### config.mk
export PLATFORM = sky130hd
export DESIGN_NAME = latch_bank_wr_ctrl
export DESIGN_NICKNAME = d
export VERILOG_FILES = /design/src/rtl/latch_bank_pkg.sv /design/src/rtl/latch_bank_wr_ctrl_rr_arb2.sv /design/src/rtl/latch_bank_wr_ctrl.sv
export SDC_FILE = /design/constraint.sdc
export NUM_CORES = 1
export LEC_CHECK = 0
export ABC_AREA = 0
export BUFFER_PORTS_ARGS = -buffer_cell sky130_fd_sc_hd__buf_2
export CORE_ASPECT_RATIO = 1.4
export CORE_MARGIN = 5
export CORE_UTILIZATION = 52
export DETAILED_ROUTE_END_ITERATION = 16
export HOLD_SLACK_MARGIN = 0.08
export PLACE_DENSITY = 0.89
export SYNTH_ARGS = -nofsm -noshare
export SYNTH_HDL_FRONTEND = slang
export SYNTH_SLANG_ARGS = --single-unit
### constraint.sdc
create_clock -name CLK -period 3.45 [get_ports CLK]
set_input_delay 0.1725 -clock CLK [delete_from_list [all_inputs] [get_ports CLK]]
set_output_delay 0.1725 -clock CLK [all_outputs]
set_load 0.005 [all_outputs]
### src/rtl/latch_bank_pkg.sv
// Shared types, default sizes and the word-enable decode used by the
// latch-bank write controller.
package latch_bank_pkg;

  typedef enum logic [2:0] {
    IDLE  = 3'd0,
    SETUP = 3'd1,
    OPEN  = 3'd2,
    HOLD  = 3'd3,
    CLEAR = 3'd4,
    RECOV = 3'd5
  } lbc_state_e;

  localparam int unsigned LBC_NWORDS     = 16;
  localparam int unsigned LBC_WIDTH      = 8;
  localparam int unsigned LBC_CLR_CYCLES = 2;
  localparam int unsigned LBC_MAX_WORDS  = 1024;

  // One-hot word enable; an address beyond the bank yields no enable at all.
  function automatic logic [LBC_MAX_WORDS-1:0] word_onehot(input logic [31:0] addr,
                                                           input int unsigned nwords);
    logic [LBC_MAX_WORDS-1:0] oh;
    oh = '0;
    if (addr < nwords) begin
      oh[addr[9:0]] = 1'b1;
    end else begin
      oh = '0;
    end
    return oh;
  endfunction

endpackage

### src/rtl/latch_bank_wr_ctrl_rr_arb2.sv
// Two-way round-robin arbiter: a lone requester always wins, contention goes
// to the requester that was not served last.
module rr_arb2 (
  input  logic       clk,
  input  logic       rst_n,
  input  logic [1:0] req,
  input  logic       en,
  output logic [1:0] gnt
);

  logic       last_grant_r;
  logic [1:0] gnt_s;

  // Grant decode from the request pair and the last winner.
  always_comb begin
    gnt_s = 2'b00;
    if (!en) begin
      gnt_s = 2'b00;
    end else if (req == 2'b11) begin
      gnt_s = last_grant_r ? 2'b01 : 2'b10;
    end else begin
      gnt_s = req;
    end
  end

  assign gnt = gnt_s;

  // Last-winner flop; resetting to 1 lets req0 win the first contention.
  always_ff @(posedge clk or negedge rst_n) begin
    if (!rst_n) begin
      last_grant_r <= 1'b1;
    end else if (en && (|req)) begin
      last_grant_r <= gnt_s[1];
    end else begin
      last_grant_r <= last_grant_r;
    end
  end

endmodule

### src/rtl/latch_bank_wr_ctrl.sv
// Write sequencer for a latch-based register bank: arbitrates two writers,
// runs setup/open/hold around each latch enable and issues bank clears.
module latch_bank_wr_ctrl
  import latch_bank_pkg::*;
#(
  parameter int unsigned NWORDS     = LBC_NWORDS,
  parameter int unsigned WIDTH      = LBC_WIDTH,
  parameter int unsigned AW         = $clog2(NWORDS),
  parameter int unsigned CLR_CYCLES = LBC_CLR_CYCLES
) (
  input  logic              CLK,
  input  logic              RSTB,
  input  logic              req0_valid,
  output logic              req0_ready,
  input  logic [AW-1:0]     req0_addr,
  input  logic [WIDTH-1:0]  req0_data,
  input  logic              req1_valid,
  output logic              req1_ready,
  input  logic [AW-1:0]     req1_addr,
  input  logic [WIDTH-1:0]  req1_data,
  input  logic              clr_req,
  output logic              clr_ack,
  output logic [NWORDS-1:0] lat_en,
  output logic [WIDTH-1:0]  lat_d,
  output logic              lat_rstb,
  output logic              busy,
  output logic              addr_err
);

  localparam int unsigned CW = (CLR_CYCLES > 32'd1) ? $clog2(CLR_CYCLES) : 1;

  lbc_state_e               state_r, state_nxt_s;
  logic [AW-1:0]            addr_r, addr_nxt_s;
  logic [WIDTH-1:0]         lat_d_r, lat_d_nxt_s;
  logic [NWORDS-1:0]        lat_en_r, lat_en_nxt_s;
  logic                     lat_rstb_r, lat_rstb_nxt_s;
  logic                     clr_ack_r, clr_ack_nxt_s;
  logic                     addr_err_r, addr_err_nxt_s;
  logic                     busy_r;
  logic [CW-1:0]            clr_cnt_r, clr_cnt_nxt_s;
  logic                     arb_en_s;
  logic [1:0]               gnt_s;
  logic [LBC_MAX_WORDS-1:0] dec_s;
  logic                     addr_ok_s;

  // Grants are only offered in IDLE with no clear pending and out of reset.
  assign arb_en_s = RSTB && (state_r == IDLE) && !clr_req;

  rr_arb2 u_arb (
    .clk   (CLK),
    .rst_n (RSTB),
    .req   ({req1_valid, req0_valid}),
    .en    (arb_en_s),
    .gnt   (gnt_s)
  );

  assign req0_ready = gnt_s[0];
  assign req1_ready = gnt_s[1];

  assign dec_s     = word_onehot(32'(addr_r), NWORDS);
  assign addr_ok_s = |dec_s;

  // Next state and next values of every registered output.
  always_comb begin
    state_nxt_s    = state_r;
    addr_nxt_s     = addr_r;
    lat_d_nxt_s    = lat_d_r;
    lat_en_nxt_s   = '0;
    lat_rstb_nxt_s = 1'b1;
    clr_ack_nxt_s  = 1'b0;
    addr_err_nxt_s = 1'b0;
    clr_cnt_nxt_s  = clr_cnt_r;
    case (state_r)
      IDLE: begin
        if (clr_req) begin
          state_nxt_s    = CLEAR;
          lat_rstb_nxt_s = 1'b0;
          clr_cnt_nxt_s  = CW'(CLR_CYCLES - 32'd1);
        end else if (gnt_s[0]) begin
          state_nxt_s = SETUP;
          addr_nxt_s  = req0_addr;
          lat_d_nxt_s = req0_data;
        end else if (gnt_s[1]) begin
          state_nxt_s = SETUP;
          addr_nxt_s  = req1_addr;
          lat_d_nxt_s = req1_data;
        end else begin
          state_nxt_s = IDLE;
        end
      end
      SETUP: begin
        state_nxt_s    = OPEN;
        lat_en_nxt_s   = dec_s[NWORDS-1:0];
        addr_err_nxt_s = ~addr_ok_s;
      end
      OPEN: begin
        state_nxt_s = HOLD;
      end
      HOLD: begin
        state_nxt_s = IDLE;
      end
      CLEAR: begin
        // The last low cycle of the clear hands over straight to recovery.
        if (clr_cnt_r == '0) begin
          state_nxt_s   = RECOV;
          clr_ack_nxt_s = 1'b1;
        end else begin
          clr_cnt_nxt_s  = clr_cnt_r - CW'(1);
          lat_rstb_nxt_s = 1'b0;
        end
      end
      RECOV: begin
        state_nxt_s = IDLE;
      end
      default: begin
        state_nxt_s = IDLE;
      end
    endcase
  end

  // State, capture and output registers; reset keeps the bank cleared.
  always_ff @(posedge CLK or negedge RSTB) begin
    if (!RSTB) begin
      state_r    <= IDLE;
      addr_r     <= '0;
      lat_d_r    <= '0;
      lat_en_r   <= '0;
      lat_rstb_r <= 1'b0;
      clr_ack_r  <= 1'b0;
      addr_err_r <= 1'b0;
      busy_r     <= 1'b0;
      clr_cnt_r  <= '0;
    end else begin
      state_r    <= state_nxt_s;
      addr_r     <= addr_nxt_s;
      lat_d_r    <= lat_d_nxt_s;
      lat_en_r   <= lat_en_nxt_s;
      lat_rstb_r <= lat_rstb_nxt_s;
      clr_ack_r  <= clr_ack_nxt_s;
      addr_err_r <= addr_err_nxt_s;
      busy_r     <= (state_nxt_s != IDLE);
      clr_cnt_r  <= clr_cnt_nxt_s;
    end
  end

  assign lat_en   = lat_en_r;
  assign lat_d    = lat_d_r;
  assign lat_rstb = lat_rstb_r;
  assign clr_ack  = clr_ack_r;
  assign addr_err = addr_err_r;
  assign busy     = busy_r;

endmodule

==> results by group, run 1 <==
Critical path
  – Reg2reg end: lat_d[7]
  – Cell breakdown of the critical path: nor4_4 -> nand3_1 -> a21oi_1 -> buf_2
  – Slowest cell on crit path: nor4_4
  – Crit path required time: 3.28 ns
  – Startpoint Class: register
  – CP Data Arrival Time: 2.04 ns
  – Reg2reg setup slack: 1.56 ns
  – Critical Path Max Stage Delay: 0.78 ns
  – Highest net fanout along the worst path: 16
  – Crit Path Class: register to output pin
  – Cell count of the worst reg-to-reg path: 3
  – Crit end category: output pin
  – R2r startpoint: state_r[0]

Die
  – Io pins: 59
  – Cell Rows: 24
  – Die X: 57.1 µm
  – Die area: 4340 µm²
  – Die Y-Extent: 75.9 µm
  – Initial core utilization: 0.527
  – Core Region: 3060 µm²

Pwr
  – Maximum vdd ir drop: 0.454 mV
  – Leakage: 0.950 nW
  – Power density over the cells: 700 nW/µm²

Global route
  – Total track usage: 0.156
  – Vias in the first global route: 1273
  – Remaining global-route overflow: 0
  – Largest net degree at the start of global routing: 54
  – Initial antenna violation count: 0
  – First-pass GRT wire length: 5.40 mm

Clocking
  – TritonCTS clock tree: done
  – H-tree depth: 2
  – CTS Hold Buffers Added: 1
  – Post-CTS Setup Inserts: 0
  – CTS Buf Count: 5
  – Clock-pin slew on the worst setup and hold paths: 0.07 ns
  – Clock buffer depth: 2
  – Clk_lat worst skew: 0.28 ns
  – Clock root cell: clkbuf_8
  – Clock Sinks: 37
  – Post-CTS sizing: 0

STA
  – Setup-failing EPs final: 0
  – Final hold slack: 0.158 ns
  – RSZ-0062 raised after global routing: no
  – Fmax: 452 MHz
  – Fin Setup TNS: 0 ns
  – Worst-Margin Slew: 1.11 ns
  – Final Max Tran Viols: 0
  – Clock Skew: 0.00759 ns
  – Period minus WS final: 2.21 ns
  – Worst rel slew slack: 0.261
  – Tcrit/Tclk final: 0.641
  – Hold Vio Cnt, Final: 0

Min path
  – Worst hold path depth: 3
  – Hold Crit Endpoint: lat_d[2]
  – Hold/Removal Path Class: primary input to register
  – HP Start: req1_data[2]

Synthesis
  – Share of the synthesized area in the top cell type: 0.558
  – Sequential area share after synthesis: 0.574
  – Cells after synthesis: 153
  – Post-Syn Nets: 182
  – Syn. warnings: 0
  – Post-Syn Area: 1620 µm²
  – Yosys top cell by area: dfrtp_1
  – Synth unique cells: 30
  – Ranking of synthesized cells by area: dfrtp_1 56%, a31oi_1 9.3%, nand3b_1 5.6%, o21ai_0 3.7%, nor2_1 3.5%
  – Avg Cell Area, Syn: 10.6 µm²
  – FF+latch count, synth: 37

Detailed routing
  – First-pass iteration count of the detailed router: 4
  – Wl on met1: 1.22 mm
  – DR top layer: met4
  – Via count: 1335
  – DR iter-0 viols: 18
  – Wire length on met3: 334 µm
  – Final wirelength: 3.17 mm
  – WL/cell: 12.9 µm
  – Antenna-violating nets left: 0
  – Via density: 5.43
  – Post-route DRC: 0
  – WL met2: 1.57 mm

Layout
  – Area delta synth->final: 22.5%
  – Diode count: 0
  – Most common cell after layout, fill and taps aside: buf_2
  – Non-filler instance count after layout: 246
  – Share of layout cells above drive strength 1: 0.338
  – Leading cell types in the layout, fill and taps excluded: 58 x buf_2, 36 x dfrtp_1, 24 x a31oi_1
  – Finished Core Util: 0.646
  – Fin nets: 236

Status
  – Status: completed

Flow run
  – Max Cap Viol: 0

Placed design
  – GP Congestion: 0.780
  – IO Port Bufs: 58
  – Placed cell count: 238
  – Hpwl dp: 2.37 mm
==> Yosys cell counts <==
cell and n:
dfrtp_1 36, a31oi_1 24, nor2_1 15, nand3b_1 12, o21ai_0 12, nand2_1 8
clkbuf_1 7, nor3_1 6, nand2b_1 4, a21oi_1 3, buf_6 3, nand3_1 3
inv_1 2, nor2b_1 2, a211o_1 1, a2bb2oi_1 1, and3_4 1, and4bb_2 1
buf_2 1, buf_4 1, conb_1 1, dfstp_2 1, mux2_2 1, nor3b_1 1
nor4_4 1, nor4b_1 1, o21a_1 1, o21bai_1 1, or2_2 1, xnor2_1 1
==> power by group <==
group | internal [mW] | switching, mW | leakage, nW
combinational | 0.208 | 0.209 | 0.441
sequential | 0.562 | 0.118 | 0.465
clock | 0.158 | 0.129 | 0.0443
==> state kept, by name, indices dropped and copies added, names as in the netlist <==
name                flops
busy                    1
u_arb.last_grant_r      1
clr_cnt_r               1
addr_r                  4
lat_rstb                1
lat_d                   8
clr_ack                 1
state_r                 3
lat_en                 16
addr_err                1
==> layer usage <==
layer  vias up  global-route usage
met1       612               0.163
met2        66               0.281
met3         5              0.0544
met4         0              0.0557
li1        652                   -
met5         -                   0
==> worst max-delay path by stage <==
stage	startpoint	to	slack [ns]	depth (start not counted)
after floorplan	state_r[0]	req1_ready	1.98	5
after global placement	state_r[0]	req0_ready	1.58	4
after detailed placement	state_r[0]	req0_ready	1.56	4
after CTS	state_r[0]	req0_ready	1.22	4
after global routing	state_r[0]	req0_ready	1.02	4
final	state_r[0]	req1_ready	1.24	4
==> cells by family after synthesis <==
group           count (synthesis)  share of synthesized area
buf+inv                        14                     0.0496
compound gates                 43                      0.160
simple gates                   56                      0.202
mux                             1                    0.00697
flops                          37                      0.574
other cells                     1                    0.00232
xor+xnor                        1                    0.00542
==> critical path, delay by kind of cell, from the launching register on <==
| family | cells | cell delay [ns] |
|---|---|---|
| AO/OA/AOI/OAI | 1 | 0.17 |
| buffers and inverters | 1 | 0.13 |
| flip-flops | 1 | 0.48 |
| AND/OR/NAND/NOR | 2 | 0.98 |
==> metrics by stage <==
stage	power [mW]	instance area [µm²]	setup slack, ns
after floorplan	0.977	1620	1.98
final	1.38	1980	1.24
after global routing	1.49	1980	1.02
after global placement	1.09	1880	1.58
after detailed placement	1.11	1880	1.56
after CTS	1.40	1980	1.22
==> final cells by class <==
cell class | instances | area [µm²]
Sequential cell | 37 | 927
Multi-Input combinational cell | 102 | 608
Timing Repair Buffer | 59 | 300
Tap cell | 39 | 48.8
Inverter | 2 | 7.51
Clock buffer | 7 | 86.3
Fill cell | 277 | 1080
Power figures use the tool's default switching activity.
==> run 2, diff against run 1 <==
- ABC_AREA: 0 -> 1
- CORE_UTILIZATION: 52 -> 48
- PLACE_DENSITY: 0.89 -> 0.84
- clock period: 3.45 -> 2.3 ns (I/O delays scaled with it)
==> run 2 against run 1 <==
Routed wire length increased by 6.2%; critical path depth increased by 2; combinational power increased by 48%; setup slack got worse by 0.82 ns; count of clock-buffer cells in the layout unchanged; synthesized cell count increased by 29%; highest routed layer unchanged; critical path type unchanged; clock power increased by 51%; worst hold slack got worse by 0.058 ns; non-clock buffer count increased by 2; via count increased by 4.4%; critical endpoint is now req0_ready; largest cell class unchanged.
==> results by group, run 2 <==
Status
  – Status: completed

Layout
  – Max reg flops: 16 (unchanged)
  – Area delta synth->final: 25.8%
  – Area of the multi-input gates: 490 µm² (-19%)
  – Leading cell types in the layout, fill and taps excluded: 58 x buf_2, 54 x nand2_1, 39 x inv_1
  – Diode count: 0 (unchanged)
  – Most common cell after layout, fill and taps aside: buf_2
  – Fill cells: 320 (+16%)
  – Sequential Area: 927 µm² (unchanged)
  – Fin nets: 289 (+22%)
  – Non-filler instance count after layout: 300 (+22%)
  – Share of layout cells above drive strength 1: 0.281 (-0.0574)

Placed design
  – Place WS: 0.656 ns (-0.905 ns)
  – IO Port Bufs: 58 (unchanged)
  – GP Congestion: 0.801 (+2.7%)
  – Placed cell count: 292 (+23%)
  – Hpwl dp: 2.66 mm (+12%)

Clocking
  – CTS Buf Count: 5 (unchanged)
  – TritonCTS clock tree: done
  – Clock-pin slew on the worst setup and hold paths: 0.06 ns (about the same)
  – Post-CTS Setup Inserts: 0 (unchanged)
  – Clock root cell: clkbuf_8
  – H-tree depth: 2 (unchanged)
  – Clk_lat worst skew: 0.28 ns (about the same)
  – Clock Sinks: 37 (unchanged)
  – Clock buffer depth: 2 (unchanged)

Synthesis
  – Ranking of synthesized cells by area: dfrtp_1 56%, nand2_1 13%, nand3_1 9.6%, inv_1 9.1%, nor2_1 5.1%
  – Sequential area share after synthesis: 0.577 (+0.00268)
  – EDFF count, synth: 0 (unchanged)
  – Largest family of logic cells by synthesized area: simple AND/OR/NAND/NOR gates
  – Cells after synthesis: 197 (+29%)
  – Mux contribution to synthesized area: 0 (-0.00697)
  – Synth top cells by count: 54 x nand2_1, 39 x inv_1, 36 x dfrtp_1
  – Synth Area in Adders: 0 (unchanged)
  – Post-Synth Simple-Gate Area: 0.296 (+0.0936)
  – FF+latch count, synth: 37 (unchanged)
  – Share of the synthesized area in the top cell type: 0.560 (+0.00260)
  – Synth Area in Compound Gates: 0.00700 (-0.153)
  – Yosys top cell by area: dfrtp_1
  – Xor/xnor share of the synthesized area: 0 (-0.00542)
  – Top-count cell post-synth: nand2_1
  – Most used DFF post-synth: dfrtp_1
  – Synth unique cells: 16 (-47%)
  – Post-Syn Nets: 226 (+24%)
  – Syn. warnings: 0 (unchanged)
  – Avg Cell Area, Syn: 8.16 µm² (-23%)
  – Ys async rst share: 1.00 (unchanged)
  – Post-Syn Area: 1610 µm² (-0.46%)

Critical path
  – CP bufs+invs: 3 (+2)
  – Slowest cell on crit path: dfstp_2
  – Startpoint Class: register
  – Crit. path cell count: 6 (+2)
  – R2r startpoint: u_arb.last_grant_r
  – Crit path required time: 2.18 ns (-1.10 ns)
  – Most used cell, CP: nand2_1
  – Crit end category: output pin
  – Cell count of the worst reg-to-reg path: 7 (+4)
  – Cell breakdown of the critical path: nand2_1 -> nand2_1 -> buf_4 -> nand3_1 -> inv_1 -> buf_2
  – CP top delay family: flip-flops
  – Start point of the critical path: u_arb.last_grant_r
  – Highest net fanout along the worst path: 13 (-3)
  – Crit Path Class: register to output pin
  – CP Data Arrival Time: 1.76 ns (-0.28 ns)
  – Critical Path Max Stage Delay: 0.54 ns (-0.24 ns)

Die
  – Io pins: 59 (unchanged)
  – Die Y-Extent: 78.5 µm (+3.3%)
  – Die X: 58.9 µm (+3.2%)
  – Die area: 4620 µm² (+6.6%)
  – Initial core utilization: 0.485 (-0.0425)
  – Core Region: 3320 µm² (+8.3%)
  – Cell Rows: 25 (+4.2%)

STA
  – Hold Vio Cnt, Final: 0 (unchanged)
  – Setup-failing EPs final: 0 (unchanged)
  – Fin Setup TNS: 0 ns (unchanged)
  – Period minus WS final: 1.88 ns
  – Worst-Margin Slew: 0.503 ns (-0.603 ns)
  – RSZ-0062 raised after global routing: no
  – Worst rel slew slack: 0.664 (+0.403)
  – Tcrit/Tclk final: 0.817
  – Final hold slack: 0.0997 ns (-0.0582 ns)
  – Fmax: 532 MHz
  – Worst setup margin: 0.422 ns (-0.815 ns)
  – Clock Skew: 0.00296 ns (-0.00463 ns)
  – Final Max Tran Viols: 0 (unchanged)

Pwr
  – Power density over the cells: 988 nW/µm² (+41%)
  – Sw frac: 0.345 (+0.0156)
  – Clk network pwr share: 0.217 (+0.009)
  – Maximum vdd ir drop: 0.561 mV (+24%)
  – Leakage: 1.28 nW (+35%)
  – Power share of the sequential group: 0.475 (-0.016)
  – Logic gate share of total power: 0.308 (+0.007)
  – Int Pwr: 1.31 mW (+41%)
  – Total power: 2.00 mW (+44%)
  – Sw power: 691 µW (+51%)

Detailed routing
  – Final wirelength: 3.37 mm (+6.2%)
  – First-pass iteration count of the detailed router: 4 (unchanged)
  – WL/cell: 11.2 µm (-13%)
  – Antenna-violating nets left: 0 (unchanged)
  – Via count: 1394 (+4.4%)
  – DR iter-0 viols: 24 (+6)
  – Post-route DRC: 0 (unchanged)
  – Via density: 4.65 (-14%)

Global route
  – Initial antenna violation count: 0 (unchanged)
  – Vias in the first global route: 1394 (+9.5%)
  – Remaining global-route overflow: 0 (unchanged)
  – Total track usage: 0.160 (+0.00405)
  – First-pass GRT wire length: 5.64 mm (+4.5%)
  – Largest net degree at the start of global routing: 38 (-30%)

Flow run
  – Max Cap Viol: 0 (unchanged)

Min path
  – Worst hold path depth: 3 (unchanged)
  – Hold/Removal Path Class: primary input to register
  – HP Start: req1_valid
run 2: final cells by class:
type                            instances  area share
Clock buffer                            7      0.0427
Inverter                               41      0.0761
Multi-Input combinational cell        114       0.242
Sequential cell                        37       0.458
Tap cell                               40      0.0247
Timing Repair Buffer                   61       0.156
run 2: path summary, 6_finish.rpt:
kind | to | slack [ns]
max | req0_ready | 0.42
min | u_arb.last_grant_r | 0.1
max reg2reg | addr_r[0] | 0.68
min reg2reg | lat_d[3] | 0.49
max in group asynchronous | u_arb.last_grant_r | 1.51
min in group asynchronous | lat_en[2] | 0.45
run 2: what timing repair did:
item,in CTS,in global routing
endpoints found under the hold margin,36,0
hold buffers,1,0
gates resized for setup,0,0
run 2: tightest hold or removal path: cells and delay by family:
family | cells | cell delay [ns]
buf+inv | 1 | 0.11
simple gates | 2 | 0.16
run 2: logic make-up (layout without fill, tap and decap cells):
group	count (synthesis)	after routing
other	1	1
flip-flops	37	37
buffers and inverters	46	109
AND/OR/NAND/NOR	111	111
AO/OA/AOI/OAI	2	2
run 2: routing by layer:
| metal | track usage | part of all wire | vias to the layer above | routed length [µm] |
|---|---|---|---|---|
| met1 | 0.158 | 0.35 | 641 | 1170 |
| met2 | 0.295 | 0.56 | 41 | 1900 |
| met3 | 0.0444 | 0.068 | 8 | 230 |
| li1 | - | - | 704 | - |
| met4 | 0.0771 | 0.019 | 0 | 64 |
| met5 | 0 | 0 | - | 0 |
run 2: per-stage QoR:
stage                     area, µm²  utilization
after floorplan                1610            -
after global placement         1930        0.581
after detailed placement       1930        0.581
after CTS                      2020        0.610
after global routing           2020        0.610
final                          2020        0.610
run 2: power by group through the flow:
stage	registers [mW]	logic, mW	clock network (mW)
6_report	0.950	0.616	0.434
3_5_place_dp	0.961	0.622	0
4_1_cts	0.950	0.627	0.447
5_1_grt	0.977	0.709	0.469
3_3_place_gp	0.953	0.595	0
2_1_floorplan	0.949	0.386	0
==> run 3, diff against run 2 <==
- clock period: 2.3 -> 2 ns (I/O delays scaled with it)
==> run 3 against run 2 <==
Power rose by 14%; setup slack worse by 0.23 ns; flip-flop and latch count unchanged; critical path depth unchanged; largest power group unchanged; utilization is 0.23 points higher; sequential power is 14% higher; combinational power up 16%; clock power up 13%; sequential share of layout area down 0.17 points; critical endpoint is now req1_ready.
==> results by group, run 3 (synthesized netlist as in run 2, its figures left out) <==
Status
  – Status: completed

Critical path
  – R2r startpoint: state_r[0]
  – Crit end category: output pin
  – Crit path required time: 1.90 ns (-0.28 ns)
  – Slowest cell on crit path: dfrtp_1
  – Most used cell, CP: nor2_2
  – Highest net fanout along the worst path: 13 (unchanged)
  – Reg2reg end: addr_r[1]
  – Cell count of the worst reg-to-reg path: 6 (-1)
  – Critical Path Max Stage Delay: 0.42 ns (-0.12 ns)
  – Startpoint Class: register
  – Cell breakdown of the critical path: nor2_2 -> nand2_2 -> nor2_2 -> nand3_1 -> inv_1 -> buf_2
  – CP Data Arrival Time: 1.71 ns (-0.05 ns)
  – Crit Path Class: register to output pin
  – Reg2reg setup slack: 0.50 ns (-0.18 ns)

Min path
  – Hold Crit Endpoint: u_arb.last_grant_r
  – Worst hold path depth: 3 (unchanged)
  – Hold/Removal Path Class: primary input to register
  – HP Start: req1_valid

Die
  – Die X: 58.9 µm (unchanged)
  – Initial core utilization: 0.485 (unchanged)
  – Die Y-Extent: 78.5 µm (unchanged)
  – Io pins: 59 (unchanged)
  – Core Region: 3320 µm² (unchanged)
  – Die area: 4620 µm² (unchanged)
  – Cell Rows: 25 (unchanged)

Clocking
  – Clock root cell: clkbuf_8
  – Clock buffer depth: 2 (unchanged)
  – Clk_lat worst skew: 0.29 ns (about the same)
  – TritonCTS clock tree: done
  – H-tree depth: 2 (unchanged)
  – Clock-pin slew on the worst setup and hold paths: 0.07 ns (about the same)
  – CTS Buf Count: 5 (unchanged)
  – Clock Sinks: 37 (unchanged)
  – Post-CTS sizing: 0 (unchanged)

Detailed routing
  – First-pass iteration count of the detailed router: 4 (unchanged)
  – Final wirelength: 3.34 mm (-0.80%)
  – Via density: 4.66 (+0.26%)
  – WL/cell: 11.1 µm (-1.5%)
  – Post-route DRC: 0 (unchanged)
  – DR iter-0 viols: 64 (+170%)
  – Antenna-violating nets left: 0 (unchanged)
  – Via count: 1407 (+0.93%)

STA
  – Setup-failing EPs final: 0 (unchanged)
  – Fmax: 553 MHz
  – Worst rel slew slack: 0.661 (-0.00276)
  – Final Max Tran Viols: 0 (unchanged)
  – Tcrit/Tclk final: 0.904
  – Final hold slack: 0.0816 ns (-0.0181 ns)
  – Period minus WS final: 1.81 ns
  – Fin Setup TNS: 0 ns (unchanged)
  – Hold Vio Cnt, Final: 0 (unchanged)
  – RSZ-0062 raised after global routing: no
  – Clock Skew: 0.00437 ns (+0.00141 ns)
  – Worst-Margin Slew: 0.508 ns (+0.00523 ns)

Pwr
  – Clk network pwr share: 0.214 (-0.003)
  – Sw frac: 0.354 (+0.00851)
  – Sw power: 808 µW (+17%)
  – Logic gate share of total power: 0.312 (+0.004)
  – Leakage: 1.28 nW (+0.39%)
  – Int Pwr: 1.47 mW (+13%)
  – Total power: 2.28 mW (+14%)
  – Maximum vdd ir drop: 0.794 mV (+42%)
  – Power share of the sequential group: 0.474 (about the same)
  – Power density over the cells: 1120 nW/µm² (+14%)

Global route
  – Largest net degree at the start of global routing: 38 (unchanged)
  – Total track usage: 0.166 (+0.00541)
  – Vias in the first global route: 1415 (+1.5%)
  – Remaining global-route overflow: 0 (unchanged)
  – First-pass GRT wire length: 5.87 mm (+3.9%)
  – Initial antenna violation count: 0 (unchanged)

Placed design
  – Post-DP Area: 1930 µm² (+0.39%)
  – GP Congestion: 0.772 (-3.7%)
  – IO Port Bufs: 58 (unchanged)
  – Hpwl dp: 2.52 mm (-5.4%)

Layout
  – Max reg flops: 16 (unchanged)
  – Fill cells: 304 (-5.0%)
  – Most common cell after layout, fill and taps aside: buf_2
  – Diode count: 0 (unchanged)
  – Fin area: 2030 µm² (+0.37%)
  – Sequential Area: 927 µm² (unchanged)
  – Area delta synth->final: 26.3%
  – Share of layout cells above drive strength 1: 0.290 (+0.00931)
  – Fin nets: 290 (+0.35%)
  – Area of the multi-input gates: 490 µm² (unchanged)
  – Leading cell types in the layout, fill and taps excluded: 58 x buf_2, 54 x nand2_1, 39 x inv_1

Flow run
  – Max Cap Viol: 0 (unchanged)
## run 3: cell count changes in the layout (fill, tap and decap cells not counted), sizes merged
cell and delta:
clkbuf -2, clkinv +2, buf +1, clkinvlp +1
## run 3: final cells by class
class                      instances  share of cell area
timing repair buffer              62               0.159
inverter                          41              0.0758
sequential                        37               0.457
multi-input combinational        114               0.242
clock inverter                     3             0.00863
clock buffer                       5              0.0339
tap                               40              0.0246
## run 3: worst max-delay path by stage
stage,startpoint,endpoint,slack (ns)
after floorplan,u_arb.last_grant_r,addr_r[3],0.81
after global placement,state_r[0],req1_ready,0.58
after detailed placement,state_r[0],req1_ready,0.51
after CTS,state_r[0],req1_ready,0.19
after global routing,state_r[0],req1_ready,0.03
final,state_r[0],req1_ready,0.19
## run 3: per-stage QoR
stage	setup slack, ns	util	instances
2_1_floorplan	0.811	-	197
3_3_place_gp	0.579	0.583	293
3_5_place_dp	0.515	0.583	293
4_1_cts	0.192	0.612	302
5_1_grt	0.0270	0.612	302
6_report	0.191	0.612	302
## run 3: per-layer routing
layer	global-route usage	part of all wire	vias to the layer above
li1	-	-	709
met1	0.178	0.38	640
met2	0.294	0.53	49
met3	0.0296	0.067	9
met4	0.0930	0.025	0
met5	0	0	-
## run 3: worst max-delay path, delay by kind of cell, from the launching register on
| family | cells | cell delay [ns] |
|---|---|---|
| flip-flops | 1 | 0.42 |
| buffers and inverters | 2 | 0.18 |
| AND/OR/NAND/NOR | 4 | 0.82 |
## run 3: repair_timing
item,in CTS,in global routing
hold buffers,1,0
hold endpoints to repair,36,0
buffers inserted,0,0
## run 3: power groups by stage
stage / Sequential (mW) / Clock [mW] / Combinational [mW]
finish: 1.08 / 0.489 / 0.712
global route: 1.11 / 0.531 / 0.827
CTS: 1.08 / 0.501 / 0.721
detailed placement: 1.09 / 0 / 0.712
global placement: 1.09 / 0 / 0.687
floorplan: 1.09 / 0 / 0.444
